===== src/rtl/car_collision_detector.sv =====
// Frog/car collision detector.
// Snapshots car and frog positions at each frame start, scans one lane per
// clock, then decides hit / freeze / respawn / lives / game-over.
module car_collision_detector #(
  parameter int unsigned LANE_COUNT  = 4,
  parameter int unsigned LANE_Y0     = 64,
  parameter int unsigned LANE_PITCH  = 32,
  parameter int unsigned CAR_W       = 48,
  parameter int unsigned FROG_W      = 32,
  parameter int unsigned HIT_FRAMES  = 60,
  parameter int unsigned START_LIVES = 3
) (
  input  logic                     i_Clk,
  input  logic                     i_Rst_L,
  input  logic                     i_Frame_Start,
  input  logic [LANE_COUNT*10-1:0] i_Car_X,
  input  logic [9:0]               i_Frog_X,
  input  logic [9:0]               i_Frog_Y,
  input  logic                     i_Restart,
  output logic                     o_Hit,
  output logic                     o_Respawn,
  output logic                     o_Frog_Freeze,
  output logic [1:0]               o_Lives,
  output logic                     o_Game_Over
);

  localparam int unsigned LW = (LANE_COUNT > 1) ? $clog2(LANE_COUNT) : 1;
  localparam int unsigned FW = (HIT_FRAMES > 0) ? $clog2(HIT_FRAMES + 1) : 1;
  localparam int unsigned YW = 16;
  localparam logic [LW-1:0] LAST_LANE = LW'(LANE_COUNT - 1);

  typedef enum logic [2:0] {
    ST_IDLE,
    ST_SCAN,
    ST_DECIDE,
    ST_HOLD,
    ST_GAME_OVER
  } state_t;

  state_t                  state_q, state_d;
  logic [LW-1:0]           lane_q, lane_d;
  logic                    hit_q, hit_d;
  logic [LANE_COUNT*10-1:0] car_snap_q, car_snap_d;
  logic [9:0]              frog_x_q, frog_x_d;
  logic [9:0]              frog_y_q, frog_y_d;
  logic [FW-1:0]           frames_q, frames_d;
  logic [1:0]              lives_q, lives_d;

  logic [9:0]              car_sel;
  logic [10:0]             frog_l, car_l, frog_r, car_r;
  logic [YW-1:0]           lane_top, lane_bot, frog_y_ext;
  logic                    lane_hit;

  // State and snapshot registers
  always_ff @(posedge i_Clk or negedge i_Rst_L) begin
    if (!i_Rst_L) begin
      state_q    <= ST_IDLE;
      lane_q     <= '0;
      hit_q      <= 1'b0;
      car_snap_q <= '0;
      frog_x_q   <= '0;
      frog_y_q   <= '0;
      frames_q   <= '0;
      lives_q    <= 2'(START_LIVES);
    end else begin
      state_q    <= state_d;
      lane_q     <= lane_d;
      hit_q      <= hit_d;
      car_snap_q <= car_snap_d;
      frog_x_q   <= frog_x_d;
      frog_y_q   <= frog_y_d;
      frames_q   <= frames_d;
      lives_q    <= lives_d;
    end
  end

  // Overlap test for the lane currently indexed; 11-bit sums never wrap
  always_comb begin
    car_sel    = car_snap_q[32'(lane_q)*10 +: 10];
    frog_l     = {1'b0, frog_x_q};
    car_l      = {1'b0, car_sel};
    frog_r     = frog_l + 11'(FROG_W);
    car_r      = car_l + 11'(CAR_W);
    lane_top   = YW'(LANE_Y0) + YW'(lane_q) * YW'(LANE_PITCH);
    lane_bot   = lane_top + YW'(LANE_PITCH);
    frog_y_ext = YW'(frog_y_q);
    lane_hit   = (frog_y_ext >= lane_top) && (frog_y_ext < lane_bot) &&
                 (frog_l < car_r) && (car_l < frog_r);
  end

  // Next-state and output decode
  always_comb begin
    state_d       = state_q;
    lane_d        = lane_q;
    hit_d         = hit_q;
    car_snap_d    = car_snap_q;
    frog_x_d      = frog_x_q;
    frog_y_d      = frog_y_q;
    frames_d      = frames_q;
    lives_d       = lives_q;
    o_Hit         = 1'b0;
    o_Respawn     = 1'b0;
    o_Frog_Freeze = 1'b0;
    o_Game_Over   = 1'b0;

    case (state_q)
      ST_IDLE: begin
        if (i_Frame_Start) begin
          car_snap_d = i_Car_X;
          frog_x_d   = i_Frog_X;
          frog_y_d   = i_Frog_Y;
          hit_d      = 1'b0;
          lane_d     = '0;
          state_d    = ST_SCAN;
        end
      end

      ST_SCAN: begin
        hit_d = hit_q | lane_hit;
        if (lane_q == LAST_LANE) begin
          state_d = ST_DECIDE;
        end else begin
          lane_d = lane_q + LW'(1);
        end
      end

      ST_DECIDE: begin
        if (hit_q) begin
          o_Hit         = 1'b1;
          o_Frog_Freeze = 1'b1;
          if (lives_q != 2'd0) begin
            lives_d = lives_q - 2'd1;
          end
          if (lives_q <= 2'd1) begin
            state_d = ST_GAME_OVER;
          end else begin
            frames_d = FW'(HIT_FRAMES);
            state_d  = ST_HOLD;
          end
        end else begin
          state_d = ST_IDLE;
        end
      end

      ST_HOLD: begin
        o_Frog_Freeze = 1'b1;
        if (i_Frame_Start) begin
          if (frames_q <= FW'(1)) begin
            frames_d      = '0;
            o_Respawn     = 1'b1;
            o_Frog_Freeze = 1'b0;
            state_d       = ST_IDLE;
          end else begin
            frames_d = frames_q - FW'(1);
          end
        end
      end

      ST_GAME_OVER: begin
        o_Game_Over   = 1'b1;
        o_Frog_Freeze = 1'b1;
        if (i_Restart) begin
          lives_d = 2'(START_LIVES);
          state_d = ST_IDLE;
        end
      end

      default: state_d = ST_IDLE;
    endcase
  end

  assign o_Lives = lives_q;

endmodule


===== config.mk =====
export PLATFORM = sky130hd
export DESIGN_NAME = car_collision_detector
export DESIGN_NICKNAME = d
export VERILOG_FILES = /design/src/rtl/car_collision_detector.sv
export SDC_FILE = /design/constraint.sdc
export NUM_CORES = 1
export LEC_CHECK = 0
export BUFFER_PORTS_ARGS = -buffer_cell sky130_fd_sc_hd__buf_2
export CAP_MARGIN = 20
export CORE_AREA = 2 2 109 90
export CTS_BUF_LIST = sky130_fd_sc_hd__clkbuf_16
export CTS_CLUSTER_DIAMETER = 80
export DETAILED_ROUTE_END_ITERATION = 8
export DIE_AREA = 0 0 111 92
export HOLD_SLACK_MARGIN = 0.12
export PLACE_DENSITY = 0.74
export SYNTH_ARGS = -nofsm -noshare
export SYNTH_HDL_FRONTEND = slang
export SYNTH_SLANG_ARGS = --single-unit

===== constraint.sdc =====
create_clock -name i_Clk -period 3.2 [get_ports i_Clk]
set_input_delay 0.16 -clock i_Clk [delete_from_list [all_inputs] [get_ports i_Clk]]
set_output_delay 0.16 -clock i_Clk [all_outputs]
set_load 0.02 [all_outputs]

# Word level (Yosys, flattened, before mapping)
# Index checks and enable logic that the tools add are counted.
# classes
add_sub_neg,7
mul,1
order_cmp,6
n_eq_ne,14
shifts,1
mux,31
bitwise,1
reduce_logical,14
# ops
op,count
40-bit by 7-bit indexed part select with 10-bit output,1
6-bit two-way mux,4
"10-bit by 6-bit adder with 11-bit output, second input constant",2
10-bit by 11-bit less-than comparator with 1-bit output,2
3-bit two-way mux,7
"2-bit inequality test, second input constant",9
3-bit one-hot mux with 5 select lines,1
6-bit one-hot mux with 2 select lines,1
10-bit by 8-bit greater-or-equal comparator with 1-bit output,1
10-bit by 9-bit less-than comparator with 1-bit output,1
2-bit two-way mux,5
"8-bit by 6-bit adder with 9-bit output, second input constant",1
1-bit two-way mux,9
"7-bit by 7-bit adder with 8-bit output, first input constant",1
2-bit one-hot mux with 2 select lines,2
4-bit AND reduction,2
2-bit nonzero test,4
"3-bit by 2-bit == test with 1-bit output, second input constant",2
"6-bit by 1-bit less-or-equal comparator with 1-bit output, second input constant",1
"6-bit by 1-bit subtractor with 6-bit output, second input constant",1
"2-bit by 3-bit multiplier with 5-bit output, second input constant",1
5-bit AND reduction,1
2-bit AND reduction,2
"3-bit by 1-bit == test with 1-bit output, second input constant",1
other kinds (11),13
# word_totals
ff_bits,74
in_bits,64
out_inout_bits,6

# Depth between registers and ports, before layout
# Gate-level depths: netlist (run 1).
# logic_depth
ltp_word,8
ltp_mapped,11
depth_no_buf,10

# Least setup slack after synthesis (run 1)
# No wires, ideal clock.
# synth_path
kind,reg-to-reg
start,reg lane_q[0]
end,reg hit_q
t_arrival_ns,2.522
slack_ns,0.583
path_stages_with_launch,12
synth_period_minus_slack_ns,2.617
cell_sequence,dfrtp_1 -> buf_4 -> mux4_2 -> inv_1 -> ha_1 -> nand3b_1 -> xor2_1 -> ha_1 -> o21a_1 -> o22ai_1 -> a31oi_1 -> o31ai_1
# synth_via
elab_chain_len,8
elab_cells_between_ends,14
classes_between,3 x add/sub; 1 x mul; 4 x order compare; 1 x shift; 1 x mux; 1 x bitwise; 3 x reduce/logical
# synth_rtl
item,line,rtl
"start, declared",41,"logic [LW-1:0] lane_q, lane_d;"
"start signal, assigned",67,lane_q <= lane_d;
2-bit by 3-bit multiplier with 5-bit output / 7-bit by 7-bit adder with 8-bit output (equally long branches),"79, 84",
40-bit by 7-bit indexed part select with 10-bit output / 8-bit by 6-bit adder with 9-bit output (equally long branches),"79, 85",
10-bit by 6-bit adder with 11-bit output / 10-bit by 9-bit less-than comparator with 1-bit output (equally long branches),"83, 87",
10-bit by 11-bit less-than comparator with 1-bit output / 1-bit logical AND (equally long branches),"88, 87",
1-bit logical AND,87,lane_hit = (frog_y_ext >= lane_top) && (frog_y_ext < lane_bot) &&
1-bit logical AND *,88,(frog_l < car_r) && (car_l < frog_r);
1-bit OR *,119,hit_d = hit_q | lane_hit;
1-bit one-hot mux with 2 select lines *,106,case (state_q)
"end signal, assigned",68,hit_q <= hit_d;
"end, declared",42,"logic hit_q, hit_d;"
# Every way passes the cells marked *; elsewhere a longest branch is shown, timed or not.
# A chain may end at the register's enable or synchronous reset.

# Final worst setup path (run 1)
# Same ends and word-level chain as after synthesis.

==> metrics.yaml, run 1 <==
setup_viol: 0
cp.arrival_ns: 3.09
io_buffers: 69
nNetsFinal: 672
start_util: 0.435
fillerInstances: 790
setup_tns_ns: 0
path_buf_inv: 1
antenna_found_initial: 0
post-route-period-util: 0.891
fp.dieW_um: 111
clkTransAtPathRegs_ns: 0.06
seq_area_frac_synth: 0.461
path_cells: "buf_4, mux4_1, nand3b_1, xor2_1, ha_1, o21a_1, o22ai_1, a31oi_1, o31ai_1"
hold_slack_ns: 0.145
hp-start: "i_Restart"
antennaDiodeCount: 0
cts_buffer_depth: 2
outcome: "finished clean"
reg2reg_slack_ns: 0.35
yosys_warnings: 0
fp.coreArea_um2: 9250
drc: 0
synthesis.nets: 545
min_to: "state_q[2]"
crit_path_end_kind: "flop"
area_growth_pct: 34.4
grt_pass1_wl_um: 16900
gp_congestion: 0.867
final-hold-violation-count: 0
wl_per_cell_um: 14.3
hp-class: "in2reg"
ir_drop_v: 0.000355
ant_nets: 0
async_flop_share: 1.00
first_pass_iters: 5
synth_area_um2: 4030
syn_inst: 449
critPathSlowestCell: "mux4_1"
post_cts_buffers: 0
numCtsBuffers: 9
drt_iter0_drc: 274
whs_path_depth: 3
route.vias.total: 3513
viasPerCell: 5.02
cellLeakagePower_nw: 2.74
clock_latency_ns: 0.33
hpwlAfterDp_um: 6440
dieHeight_um: 92
synth_ff_type: "dfrtp_1"
htreeDepth: 3
synth-seq-cells: 74
max_clock_freq_mhz: 351
ys_types: 45
cts_tree: "done"
relSlewSlack: 0.431
grt_max_degree: 67
worst_slack_ns: 0.349
drv_cap: 0
track_usage: 0.208
cp_top_family: "multiplexers"
num_rows: 32
reg2regPathDepth: 9
worstMarginPinSlew_ns: 0.853
cp_max_fo: 10
grt_pass1_vias: 3691
avgSynthCellArea_um2: 8.97
slew_violations: 0
overflow: 0
drive_gt1_frac: 0.176
drt-total-wl_um: 9990
worstReg2RegEnd: "hit_q"
rsz0062_at_grt: "false"
cts_root_buf: "clkbuf_16"
synth-edff-count: 0
critPathMaxStageDelay_ns: 0.65
cp.required_ns: 3.44
startpoint_type: "flop"
dieArea_um2: 10200
clkSinkCount: 74
min_period_ns: 2.85
cts_resized: 0
ios: 70
place_ws_ns: 0.335
power_density_nw_per_um2: 951
worstReg2RegStart: "lane_q[0]"
fin_skew_ns: 0.00578
crit_type: "reg2reg"
cell families after synthesis:
group	after synthesis	share of synthesized area
AOI/OAI and AO/OA	40	0.0621
xor gates and xnor gates	7	0.0152
adders and majority gates	32	0.0994
buffers and inverters	38	0.0385
DFF	74	0.461
muxes	15	0.0696
and+or+nand+nor	243	0.255
synthesized netlist by cell type (3+ instances only):
library cell  instances  area share
a21oi_1               6      0.0075
buf_2                 7      0.0087
clkbuf_1             10      0.0093
dfrtp_1              72        0.45
ha_1                 32       0.099
inv_1                20       0.019
mux2i_1               4      0.0099
mux4_2                9       0.050
nand2_1             185        0.17
nand2b_1              3      0.0047
nand3_1               7      0.0087
nand3b_1              3      0.0056
nand4b_1              3      0.0065
nor2_1               15       0.014
nor2b_1               6      0.0093
nor3_1                6      0.0075
nor4_1                3      0.0047
o21ai_0              14       0.017
or2_2                 3      0.0047
xor2_1                5       0.011
cell type report:
type                       instances  area (um^2)  share of cell area
sequential                        74         1850               0.343
inverter                          20         75.1              0.0139
multi-input combinational        337         2020               0.374
tap                              119          149              0.0275
clock inverter                     7         87.6              0.0162
clock buffer                       9          225              0.0416
timing repair buffer             134          998               0.184
layer usage:
metal,share of wire,GRT usage
met1,0.45,0.271
met2,0.47,0.337
met3,0.051,0.0469
met4,0.028,0.0906
met5,0,0
worst max-delay path by stage:
stage,from,to,slack [ns],cells past startpoint
floorplan,lane_q[0],hit_q,0.58,11
global placement,lane_q[0],hit_q,0.45,10
detailed placement,lane_q[0],hit_q,0.34,9
CTS,lane_q[0],hit_q,0.32,9
global route,lane_q[0],hit_q,0.05,10
finish,lane_q[0],hit_q,0.35,9
state kept, by name, summed over array words and instances (netlist names):
register,flops
lane_q,2
hit_q,1
frog_x_q,10
car_snap_q,40
frames_q,6
o_Lives,2
state_q,3
frog_y_q,10
per-stage QoR:
| stage | total power, mW | area (um^2) | cells | util |
|---|---|---|---|---|
| after floorplan | 3.39 | 4030 | 449 | - |
| after global placement | 3.85 | 4490 | 623 | 0.485 |
| after detailed placement | 3.98 | 4490 | 623 | 0.485 |
| after CTS | 5.15 | 5410 | 700 | 0.585 |
| after global routing | 5.59 | 5410 | 700 | 0.585 |
| final | 5.15 | 5410 | 700 | 0.585 |
timing repair:
item	in CTS	in global routing
hold buffers	61	0
endpoints found under the hold margin	95	0
endpoints found under the setup margin	0	0
where the power goes:
part	leakage, nW	total, mW	internal (mW)	switching [mW]
logic	1.68	2.31	1.06	1.25
clock network	0.156	1.06	0.675	0.381
registers	0.907	1.78	1.38	0.398
cells in the final DEF, fill, tap and decap left out, drive strengths merged, types with 3 or more instances in the layout:
cell type	count
nand2	185
nor2	15
o21ai	16
or2	3
nor3	6
clkbuf	9
nand2b	3
buf	73
nand3b	3
dfrtp	72
dlygate4sd3	61
mux4	10
nor2b	6
a21oi	6
mux2i	4
nand3	7
nand4b	3
inv	22
ha	32
nor4	3
xor2	5
worst reg2reg max path, delay by kind of cell, from the launching register on:
| family | cells | cell delay [ns] |
|---|---|---|
| simple gates | 1 | 0.19 |
| fa+ha+maj | 1 | 0.26 |
| compound gates | 4 | 0.63 |
| mux | 1 | 0.65 |
| xor+xnor | 1 | 0.19 |
| flops | 1 | 0.58 |
| buf+inv | 1 | 0.26 |
(Power assumes the default switching activity.)
==> run 2, diff against run 1 <==
==> constraint.sdc (replaced) <==
create_clock -name i_Clk -period 3.2 [get_ports i_Clk]
set_input_delay 0.8 -clock i_Clk [delete_from_list [all_inputs] [get_ports i_Clk]]
set_output_delay 0.8 -clock i_Clk [all_outputs]
set_load 0.02 [all_outputs]
==> run 2 against run 1 <==
Die area did not move; largest power group unchanged; maximum frequency fell by 0.26%; sequential power hardly changed; final cell count fell by 8.6%; core utilization decreased by 6.9 points; register-to-register slack about the same; critical endpoint unchanged; global-route usage is 2.2 points lower; sequential share of layout area grew 4.6 points; hold slack better by 0.33 ns; sequential cell count unchanged.
==> metrics.yaml, run 2 (synthesized netlist as in run 1, its figures left out) <==
outcome: "finished clean"
io_buffers: 69  # unchanged
rsz0062_at_grt: "false"
post_cts_buffers: 0  # unchanged
cellLeakagePower_nw: 2.47  # -9.8%
drt_iter0_drc: 158  # -42%
placed_area_um2: 4510  # +0.45%
grt_pass1_vias: 3297  # -11%
clkSinkCount: 74  # unchanged
ios: 70  # unchanged
final_cells: 640  # -8.6%
cp.required_ns: 3.43  # about the same
largest_register: "car_snap_q"
final-hold-violation-count: 0  # unchanged
p_total_mw: 4.91  # -4.6%
gp_congestion: 0.846  # -2.4%
fp.dieW_um: 111  # unchanged
nNetsFinal: 612  # -8.9%
hpwlAfterDp_um: 6360  # -1.4%
cts_root_buf: "clkbuf_16"
overflow: 0  # unchanged
cp_max_fo: 10  # unchanged
grt_max_degree: 75  # +12%
largest_reg_flops: 40  # unchanged
area_growth_pct: 18.6
dieArea_um2: 10200  # unchanged
multiInputGateArea_um2: 2020  # unchanged
drc: 0  # unchanged
slew_violations: 0  # unchanged
fin_skew_ns: 0.00525  # -0.000529 ns
min_period_ns: 2.86  # +0.00750 ns
dp_cells: 624  # +0.16%
cp.arrival_ns: 3.09  # about the same
cts_tree: "done"
startpoint_type: "flop"
dieHeight_um: 92  # unchanged
drive_gt1_frac: 0.200  # +0.0241
postCtsHoldBufs: 0  # -100%
layout_common_cells: "nand2_1, dfrtp_1, buf_2"
relSlewSlack: 0.628  # +0.196
cts_buffer_depth: 2  # unchanged
ant_nets: 0  # unchanged
final_common_cell: "nand2_1"
ir_drop_v: 0.000442  # +24%
grt_pass1_wl_um: 15300  # -9.6%
clkTransAtPathRegs_ns: 0.06  # about the same
max_clock_freq_mhz: 350  # -0.26%
first_pass_iters: 4  # -1
start_util: 0.435  # unchanged
power_density_nw_per_um2: 1030  # +8.1%
htreeDepth: 3  # unchanged
track_usage: 0.186  # -0.0222
setup_viol: 0  # unchanged
drt-total-wl_um: 8930  # -11%
fillerInstances: 829  # +4.9%
antennaDiodeCount: 0  # unchanged
route.vias.total: 3288  # -6.4%
setup_tns_ns: 0  # unchanged
fp.coreArea_um2: 9250  # unchanged
numCtsBuffers: 9  # unchanged
utilization: 0.516  # -0.0689
seq_area_um2: 1850  # unchanged
finalInstanceArea_um2: 4780  # -12%
hp-class: "reg2reg"
crit_path_end_kind: "flop"
crit_type: "reg2reg"
clock_latency_ns: 0.33  # about the same
antenna_found_initial: 0  # unchanged
num_rows: 32  # unchanged
post-route-period-util: 0.893  # +0.00235
wl_per_cell_um: 14.0  # -2.2%
cts_resized: 0  # unchanged
largestRegisters: "car_snap_q: 40 flops, frog_x_q: 10 flops, frog_y_q: 10 flops"
drv_cap: 0  # unchanged
viasPerCell: 5.14  # +2.4%
worstMarginPinSlew_ns: 0.559  # -0.294 ns
## run 2: cell types whose count changed in the layout (fill, tap and decap cells not counted), sizes merged
cell / delta
dlygate4sd3: -61
buf: +1
clkinv: +1
bufinv: -2
clkinvlp: +1
## run 2: final cells by class
cell class,instances,share of cell area
repair buffers,74,0.0854
multi-input cells,337,0.424
clock inverters,7,0.00865
well taps,119,0.0312
inverters,20,0.0157
clock buffers,9,0.0472
flip-flops and latches,74,0.388
## run 2: power breakdown
part / internal, mW / total (mW) / switching (mW)
Sequential: 1.38 / 1.79 / 0.405
Clock: 0.517 / 0.900 / 0.383
Combinational: 1.02 / 2.22 / 1.20
## run 2: metrics by stage
step / hold slack (ns) / worst slack, ns
final: 0.472 / 0.341
after floorplan: 0.437 / 0.583
after global placement: 0.455 / 0.461
after global routing: 0.484 / 0.136
after detailed placement: 0.462 / 0.350
after CTS: 0.477 / 0.318
## run 2: layer usage
metal  GRT usage  routed length [um]
met1       0.253                4340
met2       0.289                4010
met3      0.0476                 434
met4      0.0698                 150
met5           0                   0
## run 2: final timing paths
path	cells after the start	to	slack, ns	startpoint
setup reg to reg	10	hit_q	0.34	lane_q[0]
hold / removal	2	car_snap_q[31]	0.47	car_snap_q[31]
setup / recovery	10	hit_q	0.34	lane_q[0]
hold reg to reg	2	car_snap_q[31]	0.47	car_snap_q[31]
min in group asynchronous	2	frames_q[4]	0.49	i_Rst_L
max in group asynchronous	2	o_Lives[1]	2.38	i_Rst_L
## run 2: critical path, stage by stage, from the launching register on
cell,delay [ns]
dfrtp_1,0.60
buf_4,0.26
mux4_1,0.66
o21ai_1,0.17
nor2_1,0.09
xnor2_1,0.13
ha_1,0.27
o21a_1,0.10
o22ai_1,0.15
a31oi_1,0.07
o31ai_1,0.25
